**config.mk**
```make
export PLATFORM = sky130hd
export DESIGN_NAME = alu_seq_ctrl
export DESIGN_NICKNAME = d
export VERILOG_FILES = /design/src/rtl/alu_seq_pkg.sv /design/src/rtl/alu_addsub.sv /design/src/rtl/alu_seq_ctrl.sv
export SDC_FILE = /design/constraint.sdc
export NUM_CORES = 1
export LEC_CHECK = 0
export BUFFER_PORTS_ARGS = -buffer_cell sky130_fd_sc_hd__buf_2
export CAP_MARGIN = 25
export CORE_AREA = 2 2 59 61
export DETAILED_ROUTE_END_ITERATION = 10
export DIE_AREA = 0 0 61 63
export PLACE_DENSITY = 0.76
export SETUP_SLACK_MARGIN = 0.02
export SLEW_MARGIN = 0
export SYNTH_ARGS = -nofsm -noshare
export SYNTH_HDL_FRONTEND = slang
export SYNTH_SLANG_ARGS = --single-unit
export TNS_END_PERCENT = 50
```
**constraint.sdc**
```tcl
create_clock -name clk_2 -period 3.8 [get_ports clk_2]
set_input_delay 0.38 -clock clk_2 [delete_from_list [all_inputs] [get_ports clk_2]]
set_output_delay 0.38 -clock clk_2 [all_outputs]
set_load 0.02 [all_outputs]
```
**src/rtl/alu_seq_pkg.sv**
```systemverilog
// Shared types for the add/sub/mul/div sequencer.
package alu_seq_pkg;

    typedef enum logic [1:0] {
        OP_ADD = 2'b00,
        OP_SUB = 2'b01,
        OP_MUL = 2'b10,
        OP_DIV = 2'b11
    } op_t;

    typedef enum logic [1:0] {
        S_IDLE = 2'b00,
        S_EXEC = 2'b01,
        S_DONE = 2'b10
    } state_t;

    // True when the operation loops over the shared adder for NBITS cycles;
    // a divide by zero short-circuits to a single EXEC cycle.
    function automatic logic needs_iteration(input logic [1:0] op, input logic b_zero);
        logic iter;
        case (op)
            OP_MUL:  iter = 1'b1;
            OP_DIV:  iter = ~b_zero;
            default: iter = 1'b0;
        endcase
        return iter;
    endfunction

endpackage

```
**src/rtl/alu_addsub.sv**
```systemverilog
// Shared NBITS-wide adder/subtractor; cout is carry-out on add, borrow on sub.
module alu_addsub #(
    parameter int NBITS = 3
) (
    input  logic [NBITS-1:0] x,
    input  logic [NBITS-1:0] y,
    input  logic             sub,
    output logic [NBITS-1:0] sum,
    output logic             cout
);

    logic [NBITS:0] wide_s;

    // One extra bit captures the carry (add) or the borrow (sub, x<y).
    always_comb begin
        if (sub) begin
            wide_s = {1'b0, x} - {1'b0, y};
        end else begin
            wide_s = {1'b0, x} + {1'b0, y};
        end
    end

    assign sum  = wide_s[NBITS-1:0];
    assign cout = wide_s[NBITS];

endmodule

```
**src/rtl/alu_seq_ctrl.sv**
```systemverilog
// Sequencer time-sharing one adder/subtractor between add, sub, mul and div.
// MUL is LSB-first shift-add, DIV is restoring division; both iterate NBITS
// cycles. acc_r/lo_r form the working register pair for both algorithms.
module alu_seq_ctrl
    import alu_seq_pkg::*;
#(
    parameter int NBITS = 3
) (
    input  logic               clk_2,
    input  logic               reset_n,
    input  logic               start,
    input  logic [1:0]         op,
    input  logic [NBITS-1:0]   a,
    input  logic [NBITS-1:0]   b,
    output logic               busy,
    output logic               done,
    output logic [2*NBITS-1:0] result,
    output logic               ovf,
    output logic               err
);

    localparam int CW = $clog2(NBITS + 1);
    localparam int W2 = 2 * NBITS;
    localparam logic [CW-1:0] CNT_LOAD = CW'(NBITS - 1);
    localparam logic [CW-1:0] CNT_ONE  = CW'(1);

    state_t           state_r;
    op_t              op_r;
    logic [NBITS-1:0] a_r;
    logic [NBITS-1:0] b_r;
    logic [NBITS-1:0] acc_r;
    logic [NBITS-1:0] lo_r;
    logic [CW-1:0]    cnt_r;

    logic [NBITS-1:0] add_x_s;
    logic [NBITS-1:0] add_y_s;
    logic             add_sub_s;
    logic [NBITS-1:0] add_sum_s;
    logic             add_cout_s;

    logic [NBITS:0]   shift_s;
    logic [NBITS:0]   mul_sum_s;
    logic             div_ok_s;
    logic [NBITS-1:0] acc_nxt_s;
    logic [NBITS-1:0] lo_nxt_s;
    logic             div_zero_s;

    // Restoring division shifts the next dividend bit into the partial remainder.
    assign shift_s    = {acc_r, lo_r[NBITS-1]};
    assign div_zero_s = (b_r == '0);

    alu_addsub #(.NBITS(NBITS)) u_addsub (
        .x    (add_x_s),
        .y    (add_y_s),
        .sub  (add_sub_s),
        .sum  (add_sum_s),
        .cout (add_cout_s)
    );

    // Operand mux in front of the single shared adder.
    always_comb begin
        add_x_s   = a_r;
        add_y_s   = b_r;
        add_sub_s = 1'b0;
        case (op_r)
            OP_ADD: begin
                add_sub_s = 1'b0;
            end
            OP_SUB: begin
                add_sub_s = 1'b1;
            end
            OP_MUL: begin
                add_x_s = acc_r;
                add_y_s = a_r;
            end
            OP_DIV: begin
                // shift_s[NBITS] set means remainder >= 2^NBITS > b, so the
                // low-bit difference is exact whenever the trial succeeds.
                add_x_s   = shift_s[NBITS-1:0];
                add_y_s   = b_r;
                add_sub_s = 1'b1;
            end
            default: begin
                add_sub_s = 1'b0;
            end
        endcase
    end

    // Next working-register values for one MUL or DIV iteration.
    always_comb begin
        acc_nxt_s = acc_r;
        lo_nxt_s  = lo_r;
        mul_sum_s = {1'b0, acc_r};
        div_ok_s  = 1'b0;
        case (op_r)
            OP_MUL: begin
                if (lo_r[0]) begin
                    mul_sum_s = {add_cout_s, add_sum_s};
                end else begin
                    mul_sum_s = {1'b0, acc_r};
                end
                {acc_nxt_s, lo_nxt_s} = W2'({mul_sum_s, lo_r} >> 1);
            end
            OP_DIV: begin
                div_ok_s = shift_s[NBITS] | ~add_cout_s;
                if (div_ok_s) begin
                    acc_nxt_s = add_sum_s;
                end else begin
                    acc_nxt_s = shift_s[NBITS-1:0];
                end
                lo_nxt_s = NBITS'({lo_r, div_ok_s});
            end
            default: begin
                acc_nxt_s = acc_r;
                lo_nxt_s  = lo_r;
            end
        endcase
    end

    // Control FSM with registered handshake, result and flags.
    always_ff @(posedge clk_2 or negedge reset_n) begin
        if (!reset_n) begin
            state_r <= S_IDLE;
            op_r    <= OP_ADD;
            a_r     <= '0;
            b_r     <= '0;
            acc_r   <= '0;
            lo_r    <= '0;
            cnt_r   <= '0;
            busy    <= 1'b0;
            done    <= 1'b0;
            result  <= '0;
            ovf     <= 1'b0;
            err     <= 1'b0;
        end else begin
            case (state_r)
                S_IDLE: begin
                    done <= 1'b0;
                    busy <= 1'b0;
                    if (start) begin
                        op_r  <= op_t'(op);
                        a_r   <= a;
                        b_r   <= b;
                        acc_r <= '0;
                        lo_r  <= (op == OP_MUL) ? b : a;
                        cnt_r <= needs_iteration(op, (b == '0)) ? CNT_LOAD : '0;
                        ovf   <= 1'b0;
                        err   <= 1'b0;
                        busy  <= 1'b1;
                        state_r <= S_EXEC;
                    end
                end
                S_EXEC: begin
                    case (op_r)
                        OP_ADD, OP_SUB: begin
                            result <= {{NBITS{1'b0}}, add_sum_s};
                            ovf    <= add_cout_s;
                        end
                        OP_MUL: begin
                            acc_r <= acc_nxt_s;
                            lo_r  <= lo_nxt_s;
                            if (cnt_r == '0) begin
                                result <= {acc_nxt_s, lo_nxt_s};
                            end
                        end
                        OP_DIV: begin
                            if (div_zero_s) begin
                                err    <= 1'b1;
                                result <= '1;
                            end else begin
                                acc_r <= acc_nxt_s;
                                lo_r  <= lo_nxt_s;
                                if (cnt_r == '0) begin
                                    result <= {acc_nxt_s, lo_nxt_s};
                                end
                            end
                        end
                        default: begin
                            result <= result;
                        end
                    endcase
                    if (cnt_r == '0) begin
                        done    <= 1'b1;
                        state_r <= S_DONE;
                    end else begin
                        cnt_r <= cnt_r - CNT_ONE;
                    end
                end
                S_DONE: begin
                    done    <= 1'b0;
                    busy    <= 1'b0;
                    state_r <= S_IDLE;
                end
                default: begin
                    done    <= 1'b0;
                    busy    <= 1'b0;
                    state_r <= S_IDLE;
                end
            endcase
        end
    end

endmodule

```
==> results of run 1 <==
[per-layer routing]
| metal | part of all wire, % | routed length [microns] | up-vias |
|---|---|---|---|
| li1 | - | - | 745 |
| met1 | 48 | 1780 | 708 |
| met2 | 47 | 1760 | 42 |
| met3 | 4.5 | 168 | 2 |
| met4 | 0.62 | 23 | 0 |
| met5 | 0 | 0 | - |
[sequential cells by signal, indices dropped and copies added, names as in the netlist]
signal and count:
a_r 3, acc_r 3, b_r 3, busy 1, cnt_r 2, done 1
err 1, lo_r 3, op_r 2, ovf 1, result 6, state_r 2
[how the worst max path moves through the flow]
| stage | startpoint | end | slack [ns] | cells past startpoint |
|---|---|---|---|---|
| 6_report | op_r[1] | result[3] | 0.66 | 10 |
| 2_1_floorplan | op_r[1] | result[3] | 1.04 | 12 |
| 4_1_cts | op_r[1] | result[3] | 0.68 | 10 |
| 5_1_grt | op_r[1] | result[3] | 0.40 | 10 |
| 3_5_place_dp | op_r[1] | result[3] | 0.70 | 10 |
| 3_3_place_gp | op_r[1] | result[3] | 0.80 | 10 |
[area by class of cell]
type / instances / share of cell area, %
timing repair buffer: 20 / 5.27
inverter: 8 / 1.58
multi-input combinational: 157 / 51.3
sequential: 28 / 36.9
clock buffer: 4 / 1.91
tap: 46 / 3.03
[through the flow]
stage,utilization [%],std cells,setup slack [ns]
floorplan,-,207,1.04
global placement,57.7,259,0.799
detailed placement,57.7,259,0.700
CTS,58.8,263,0.676
global route,58.8,263,0.400
finish,58.8,263,0.657
[worst max-delay path, cell delays in order (launching register included)]
cell and delay, ns:
dfrtp_1 0.88, o21ai_0 0.25, a21oi_1 0.23, xor2_1 0.16
ha_1 0.28, a21oi_1 0.24, o41ai_4 0.16, or4_1 0.41
o311ai_1 0.12, a31oi_1 0.13, o22a_1 0.19
[logic make-up after synthesis]
logic type,after synthesis,share of synthesized area (%)
xor+xnor,6,3.40
buf+inv,22,4.96
mux,8,4.54
compound gates,55,20.9
flops,28,39.7
simple gates,84,23.3
fa+ha+maj,4,3.26
[placed cells by master, fill, tap and decap left out, types with 2 or more instances in the layout]
cell type,instances
o22ai_1,3
nor2_1,17
nand3_1,8
nand2b_1,3
dfrtp_1,28
nor3_1,2
nor3b_1,5
or3_1,3
clkbuf_4,3
o21ai_0,18
a221oi_1,3
xor2_1,3
ha_1,3
inv_1,8
nand2_1,34
and2_1,5
o21bai_1,3
xnor2_1,2
a31oi_1,3
o31ai_1,2
mux2i_1,8
o22a_1,2
nor2b_1,3
buf_2,20
a21oi_1,13
==> results.py, run 1 <==
metrics = {
    "yosys": {
        "seq_area_frac_synth_pct": 39.7,
        "synth_area_per_cell_sq_um": 8.52,
        "netlist_area_sq_um": 1760,
        "synth_edf_count": 0,
        "synth-main-ff-cell": "dfrtp_1",
        "synth_seq_cells": 28,
        "async_flop_share_pct": 100,
        "yosysWarnings": 0,
        "synth_top_area_share_pct": 39.7,
        "yosysMostFrequentCell": "nand2_1",
        "synth_largest_area_cell": "dfrtp_1",
        "synth_common_cells": "34 x nand2_1, 28 x dfrtp_1, 18 x o21ai_0",
        "yosys-top-cells-area": "dfrtp_1 40%, nand2_1 7.2%, o21ai_0 5.1%, mux2i_1 4.5%, a21oi_1 3.7%",
        "ys_types": 40,
        "syn_nets": 222,
        "netlist_instances": 207,
    },
    "grt": {
        "grt.total_usage_pct": 22.3,
        "grt_pass1_wl_mm": 6.59,
        "antenna_found_initial": 0,
        "grt.overflow.total": 0,
        "grt_pass1_vias": 1402,
        "grt_max_degree": 29,
        "use_met3_pct": 1.86,
        "use_met1_pct": 34.9,
        "grt.busiest_layer": "met1",
        "grt_util_met2_pct": 33.3,
    },
    "detailed_routing": {
        "wl_per_cell_microns": 14.2,
        "drt_iter0_markers": 70,
        "vias_per_cell": 5.69,
        "ant_nets": 0,
        "dr_total_vias": 1497,
        "wirelength_mm": 3.73,
        "firstDrtPassIters": 4,
        "drc": 0,
    },
    "clocking": {
        "numCtsBuffers": 3,
        "path_clk_slew_ns": 0.14,
        "cts_root_buffer": "clkbuf_4",
        "clockBufferDepth": 2,
        "cts-resized-gates": 0,
        "ctsHtreeMaxLevel": 1,
        "holdBufCountCts": 0,
        "cts_tree": "yes",
        "postCtsSetupRepairBufs": 0,
        "insertion_delay_ns": 0.32,
        "cts_sinks": 28,
    },
    "floorplan": {
        "die_w_microns": 61,
        "coreArea_sq_um": 3230,
        "io_pins": 21,
        "num_rows": 21,
        "die-area_sq_um": 3840,
        "die_h_microns": 63,
        "start_util_pct": 54.6,
    },
    "setup_path": {
        "reg2reg_slack_ns": 0.66,
        "crit_path_end_kind": "flop",
        "reg2reg_depth": 10,
        "worst-setup-path-type": "reg -> reg",
        "arrival_ns": 3.37,
        "rr_endpoint": "result[3]",
        "cp_max_fo": 27,
        "reg2reg_from": "op_r[1]",
        "cp.required_ns": 4.02,
        "start_kind": "flop",
    },
    "timing": {
        "setup_tns_ns": 0,
        "min_period_ns": 3.14,
        "fin_skew_ns": 0.00196,
        "rsz0062_at_grt": "no",
        "setup_viol": 0,
        "post-route-period-util_pct": 82.7,
        "slew_headroom_pct": 48.1,
        "final_max_slew_viol_count": 0,
        "whs_ns": 0.0511,
        "max_clock_freq_mhz": 318,
        "tightest_slew_ns": 0.778,
        "hold_viol_final": 0,
    },
    "hold_path": {
        "min_path_type": "in -> async",
    },
    "finish": {
        "num_antenna_cells": 0,
        "regArea_sq_um": 701,
        "layout.nets": 233,
        "multi_input_area_sq_um": 976,
        "fill_cells": 319,
        "stdcell_area_sq_um": 1900,
        "drive_gt1_share_pct": 13.8,
        "area_delta_synth_final_pct": 7.73,
    },
    "flow_run": {
        "maxCapViolCount": 0,
    },
    "place": {
        "gp_congestion": 0.832,
        "hpwl_mm": 2.80,
        "placed_area_sq_um": 1860,
        "port_buffers": 20,
    },
    "status": {
        "status": "finished clean",
    },
}
Power of run 1 is not shown: default switching activity piles up to over one toggle a cycle in this logic, so the estimate is an artifact.
==> run 2: changes to the inputs <==
--- a/config.mk
+++ b/config.mk
@@ -7,10 +7,10 @@
 export LEC_CHECK = 0
 export BUFFER_PORTS_ARGS = -buffer_cell sky130_fd_sc_hd__buf_2
 export CAP_MARGIN = 25
-export CORE_AREA = 2 2 59 61
+export CORE_AREA = 2 2 62 64
 export DETAILED_ROUTE_END_ITERATION = 10
-export DIE_AREA = 0 0 61 63
-export PLACE_DENSITY = 0.76
+export DIE_AREA = 0 0 64 66
+export PLACE_DENSITY = 0.73
 export SETUP_SLACK_MARGIN = 0.02
 export SLEW_MARGIN = 0
 export SYNTH_ARGS = -nofsm -noshare
==> constraint.sdc (replaced) <==
create_clock -name clk_2 -period 2.8 [get_ports clk_2]
set_input_delay 0.28 -clock clk_2 [delete_from_list [all_inputs] [get_ports clk_2]]
set_output_delay 0.28 -clock clk_2 [all_outputs]
set_load 0.02 [all_outputs]
==> run 2 against run 1 <==
Non-clock buffer count is 17 higher. Fmax is 17% higher. Die area is 9.9% higher. Clock skew hardly changed. Sequential cell count stayed put. Final area is 8.8% higher. Global-route usage is 1.5 points lower. Hold slack better by 0.10 ns. Critical endpoint is now lo_r[0].
==> results.py, run 2 (synthesized netlist as in run 1, its figures left out) <==
metrics = {
    "floorplan": {
        "io_pins": 21,
        "num_rows": 22,
        "die_w_microns": 64,
        "coreArea_sq_um": 3550,
        "die_h_microns": 66,
        "die-area_sq_um": 4220,
        "start_util_pct": 49.7,
    },
    "place": {
        "port_buffers": 20,
        "gp_congestion": 0.842,
        "hpwl_mm": 2.96,
        "dp_cells": 269,
    },
    "detailed_routing": {
        "drc": 0,
        "wl_per_cell_microns": 14.8,
        "vias_per_cell": 5.61,
        "wirelength_mm": 4.16,
        "dr_total_vias": 1583,
        "firstDrtPassIters": 4,
        "ant_nets": 0,
        "drt_iter0_markers": 67,
    },
    "clocking": {
        "insertion_delay_ns": 0.33,
        "cts_root_buffer": "clkbuf_4",
        "path_clk_slew_ns": 0.15,
        "clockBufferDepth": 2,
        "cts_sinks": 28,
        "numCtsBuffers": 3,
        "cts_tree": "yes",
        "ctsHtreeMaxLevel": 1,
    },
    "finish": {
        "regMostFlops": "result",
        "drive_gt1_share_pct": 23.5,
        "area_delta_synth_final_pct": 17.2,
        "layout_commonest_cell": "nand2_1",
        "stdcell_count": 282,
        "final_cell_mix": "33 x nand2_1, 26 x dfrtp_1, 20 x buf_2",
        "largest_reg_flops": 6,
        "fill_cells": 313,
        "num_antenna_cells": 0,
        "layout.nets": 250,
    },
    "grt": {
        "antenna_found_initial": 0,
        "grt_pass1_wl_mm": 6.97,
        "grt.total_usage_pct": 20.8,
        "grt_pass1_vias": 1508,
        "grt_max_degree": 29,
        "grt.overflow.total": 0,
    },
    "flow_run": {
        "maxCapViolCount": 0,
    },
    "setup_path": {
        "cp_max_fo": 5,
        "reg2reg_depth": 12,
        "crit_path_end_kind": "flop",
        "cp_slowest_cell": "dfrtp_2",
        "start_kind": "flop",
        "cpPeakStageDelay_ns": 0.48,
        "cp.required_ns": 3.07,
        "arrival_ns": 2.95,
        "worst-setup-path-type": "reg -> reg",
        "path_cells": "xor2_1, a21oi_1, nor2_1, a21o_1, inv_1, ha_1, nand2_2, o41ai_4, xor2_2, nor3_2, or3_1, a22oi_2",
    },
    "timing": {
        "tightest_slew_ns": 0.614,
        "hold_viol_final": 0,
        "slew_headroom_pct": 59.0,
        "rsz0062_at_grt": "yes",
        "fin_skew_ns": 0.00188,
        "setup_viol": 0,
        "max_clock_freq_mhz": 373,
        "final_max_slew_viol_count": 0,
        "post-route-period-util_pct": 95.8,
        "min_period_ns": 2.68,
    },
    "status": {
        "status": "finished clean",
    },
    "hold_path": {
        "min_path_type": "in -> reg",
        "hold_depth": 3,
    },
}
==> run 2: cell types whose count changed in the layout (fill, tap and decap cells not counted), sizes merged <==
cell,before,now
dlygate4sd3,0,1
buf,20,36
==> run 2: metal layers <==
metal,GRT usage [%],up-vias,part of all wire (%),wire length (microns)
met5,0,-,0,0
met4,7.88,0,2.4,99
met3,2.21,10,3.6,150
met2,32.7,48,48,1990
met1,29.5,744,46,1920
li1,-,781,-,-
==> run 2: worst max-delay path: cells and delay by family, from the launching register on <==
kind                     cells  cell delay (ns)
AO/OA/AOI/OAI                4             0.80
XOR/XNOR                     2             0.39
adder cells (fa/ha/maj)      1             0.28
buffers and inverters        1             0.05
flip-flops                   1             0.48
AND/OR/NAND/NOR              4             0.61
==> run 2: layout make-up <==
cell class	instances	area (sq um)	share of cell area (%)
inverters	8	30.0	1.45
repair buffers	37	230	11.1
flip-flops and latches	28	703	34.0
clock buffers	4	36.3	1.75
multi-input cells	157	1010	48.8
well taps	48	60.1	2.90
==> run 2: timing repair <==
item                                   in CTS  in global routing
endpoints found under the hold margin      28                  0
resized for setup                           0                 12
setup endpoints to repair                   0                  4
hold buffers                                1                  0
setup buffers                               0                  8
==> run 2: final timing paths <==
path | start | endpoint | slack [ns]
max | a_r[0] | lo_r[0] | 0.12
min | a[2] | a_r[2] | 0.15
max reg2reg | a_r[0] | lo_r[0] | 0.12
min reg2reg | state_r[1] | busy | 0.50
max in group asynchronous | reset_n | op_r[1] | 1.89
min in group asynchronous | reset_n | done | 0.47
==> run 2: per-stage QoR <==
stage                     cell area [sq um]  setup slack [ns]  setup TNS [ns]  util [%]  hold slack, ns
final                                  2070             0.118               0      58.2           0.153
after global routing                   2070          -0.00366        -0.00366      58.2           0.149
after CTS                              1970            0.0989               0      55.6           0.145
after detailed placement               1930             0.123               0      54.3           0.332
after global placement                 1930             0.189               0      54.3           0.325
after floorplan                        1760            0.0424               0         -         -0.0156
Power of run 2 is left out for the same reason.
==> run 3: changes to the inputs <==
--- a/config.mk
+++ b/config.mk
@@ -5,11 +5,13 @@
 export SDC_FILE = /design/constraint.sdc
 export NUM_CORES = 1
 export LEC_CHECK = 0
+export ABC_AREA = 1
 export BUFFER_PORTS_ARGS = -buffer_cell sky130_fd_sc_hd__buf_2
 export CAP_MARGIN = 25
-export CORE_AREA = 2 2 62 64
+export CORE_AREA = 2 2 61 63
 export DETAILED_ROUTE_END_ITERATION = 10
-export DIE_AREA = 0 0 64 66
+export DIE_AREA = 0 0 63 65
+export GPL_TIMING_DRIVEN = 1
 export PLACE_DENSITY = 0.73
 export SETUP_SLACK_MARGIN = 0.02
 export SLEW_MARGIN = 0
==> run 3 against run 2 <==
Global-route usage is 0.36 points higher. Final area is 7.5% lower. Critical endpoint is now result[3]. Via count is 1.0% higher. Hold slack better by 0.017 ns. Synthesized cell count is 14% higher. Area after synthesis is 3.5% lower. Die area is 3.1% lower.
==> results.py, run 3 <==
metrics = {
    "timing": {
        "fin_skew_ns": 0.0105,
        "slew_headroom_pct": 59.9,
        "final_max_slew_viol_count": 0,
        "min_period_ns": 2.56,
        "layout_setup_ws_ns": 0.245,
        "max_clock_freq_mhz": 391,
        "rsz0062_at_grt": "no",
        "tightest_slew_ns": 0.602,
        "hold_viol_final": 0,
        "setup_viol": 0,
        "setup_tns_ns": 0,
        "post-route-period-util_pct": 91.3,
        "whs_ns": 0.171,
    },
    "yosys": {
        "yosys.area_share.simple_pct": 28.2,
        "netlist_instances": 235,
        "synth-main-ff-cell": "dfrtp_1",
        "synth_top_area_share_pct": 41.2,
        "synthMuxAreaShare_pct": 0,
        "seq_area_frac_synth_pct": 41.2,
        "synth-xor-area-share_pct": 1.03,
        "synth_area_per_cell_sq_um": 7.24,
        "netlist_area_sq_um": 1700,
        "synth_seq_cells": 28,
        "synth_edf_count": 0,
        "synth_fa_ha_area_share_pct": 3.38,
        "async_flop_share_pct": 100,
        "yosys-top-cells-area": "dfrtp_1 41%, nand2_1 13%, inv_1 7.1%, nand3_1 6.2%, o21ai_0 6.2%",
        "syn_nets": 250,
        "synth_top_family_by_area": "simple AND/OR/NAND/NOR gates",
        "yosysWarnings": 0,
        "ys_types": 28,
        "synth_compound_area_share_pct": 17.1,
        "yosysMostFrequentCell": "nand2_1",
        "synth_largest_area_cell": "dfrtp_1",
        "synth_common_cells": "60 x nand2_1, 32 x inv_1, 28 x dfrtp_1",
    },
    "setup_path": {
        "reg2reg_depth": 18,
        "cp_num_buf_inv": 1,
        "path_cells": "inv_4, nand2_4, nand2_1, nand2_1, nand2_1, nand2_2, xor2_1, ha_1, a21oi_1, nand2_1, nand2_1, nand3_2, nand2_1, nand3_1, nand3_1, nand2_1, nand2_1, nand2_1",
        "crit_family": "simple AND/OR/NAND/NOR gates",
        "worst-setup-path-type": "reg -> reg",
        "crit_path_end_kind": "flop",
        "crit_top_cell": "nand2_1",
        "start_kind": "flop",
        "cp_max_fo": 8,
        "cp_slowest_cell": "dfrtp_1",
        "cp.required_ns": 3.04,
        "path_depth": 18,
        "arrival_ns": 2.79,
        "cpPeakStageDelay_ns": 0.48,
    },
    "floorplan": {
        "die_h_microns": 65,
        "num_rows": 22,
        "io_pins": 21,
        "start_util_pct": 48.7,
        "die-area_sq_um": 4100,
        "die_w_microns": 63,
        "coreArea_sq_um": 3500,
    },
    "clocking": {
        "cts_tree": "yes",
        "numCtsBuffers": 3,
        "insertion_delay_ns": 0.33,
        "clockBufferDepth": 2,
        "postCtsSetupRepairBufs": 0,
        "ctsHtreeMaxLevel": 1,
        "path_clk_slew_ns": 0.15,
        "cts_sinks": 28,
        "cts_root_buffer": "clkbuf_4",
    },
    "finish": {
        "layout.nets": 273,
        "num_antenna_cells": 0,
        "drive_gt1_share_pct": 16.0,
        "final_cell_mix": "60 x nand2_1, 32 x inv_1, 27 x dfrtp_1",
        "regMostFlops": "result",
        "layout_commonest_cell": "nand2_1",
        "area_delta_synth_final_pct": 12.4,
        "largest_reg_flops": 6,
    },
    "place": {
        "port_buffers": 20,
        "hpwl_mm": 3.05,
        "gp_congestion": 0.899,
        "place_ws_ns": 0.244,
    },
    "grt": {
        "grt_pass1_vias": 1517,
        "antenna_found_initial": 0,
        "grt.overflow.total": 0,
        "grt_pass1_wl_mm": 6.86,
        "grt.total_usage_pct": 21.1,
        "grt_max_degree": 29,
    },
    "hold_path": {
        "min_path_type": "in -> reg",
        "hold_depth": 3,
    },
    "detailed_routing": {
        "vias_per_cell": 5.24,
        "firstDrtPassIters": 4,
        "wl_per_cell_microns": 13.0,
        "drt_iter0_markers": 105,
        "wirelength_mm": 3.96,
        "ant_nets": 0,
        "drc": 0,
        "dr_total_vias": 1599,
    },
    "status": {
        "status": "finished clean",
    },
    "flow_run": {
        "maxCapViolCount": 0,
    },
}
-- run 3: cell types whose count changed after synthesis, moves of 7 or more --
cell / previous run / this run
clkbuf_1: 9 / 2
nand2_1: 34 / 60
mux2i_1: 8 / 0
inv_1: 8 / 32
nand3_1: 8 / 21
o21ai_1: 0 / 9
-- run 3: cells by family after synthesis --
kind of cell             count (synthesis)
AND/OR/NAND/NOR                        110
adder cells (fa/ha/maj)                  4
flip-flops                              28
AO/OA/AOI/OAI                           52
XOR/XNOR                                 2
buffers and inverters                   39
-- run 3: layer usage --
metal	up-vias	track usage [%]	routed length (microns)
met2	46	35.5	1950
met5	-	0	0
met3	12	2.26	157
met4	0	9.44	89
met1	728	27.6	1770
li1	813	-	-
-- run 3: worst reg2reg max path, stage by stage (launching register included) --
cell and delay (ns):
dfrtp_1 0.48, inv_4 0.14, nand2_4 0.09, nand2_1 0.07, nand2_1 0.07, nand2_1 0.08
nand2_2 0.07, xor2_1 0.15, ha_1 0.32, a21oi_1 0.23, nand2_1 0.11, nand2_1 0.08
nand3_2 0.10, nand2_1 0.09, nand3_1 0.12, nand3_1 0.10, nand2_1 0.05, nand2_1 0.05
nand2_1 0.05
-- run 3: final cells by class --
type / count / area, sq um
Clock inverter: 1 / 30.0
Timing Repair Buffer: 21 / 110
Clock buffer: 3 / 22.5
Sequential cell: 28 / 702
Tap cell: 48 / 60.1
Multi-Input combinational cell: 168 / 851
Fill cell: 349 / 1580
Inverter: 36 / 138
-- run 3: worst paths after layout --
check,start,end,slack (ns)
setup / recovery,op_r[0],result[3],0.24
hold / removal,a[1],a_r[1],0.17
setup reg to reg,op_r[0],result[3],0.24
hold reg to reg,busy,busy,0.50
max in group asynchronous,reset_n,op_r[1],1.90
min in group asynchronous,reset_n,cnt_r[1],0.46
-- run 3: repair_timing --
| action | in CTS | in global routing |
|---|---|---|
| hold buffers | 1 | 0 |
| resized for setup | 0 | 2 |
| endpoints found under the hold margin | 28 | 0 |
| setup endpoints to repair | 0 | 6 |
-- run 3: through the flow --
step | cells | utilization, % | instance area, sq um
5_1_grt | 305 | 54.7 | 1910
6_report | 305 | 54.7 | 1910
3_3_place_gp | 300 | 52.7 | 1840
2_1_floorplan | 235 | - | 1700
4_1_cts | 305 | 54.5 | 1910
3_5_place_dp | 300 | 52.7 | 1840
Power of run 3 is left out for the same reason.
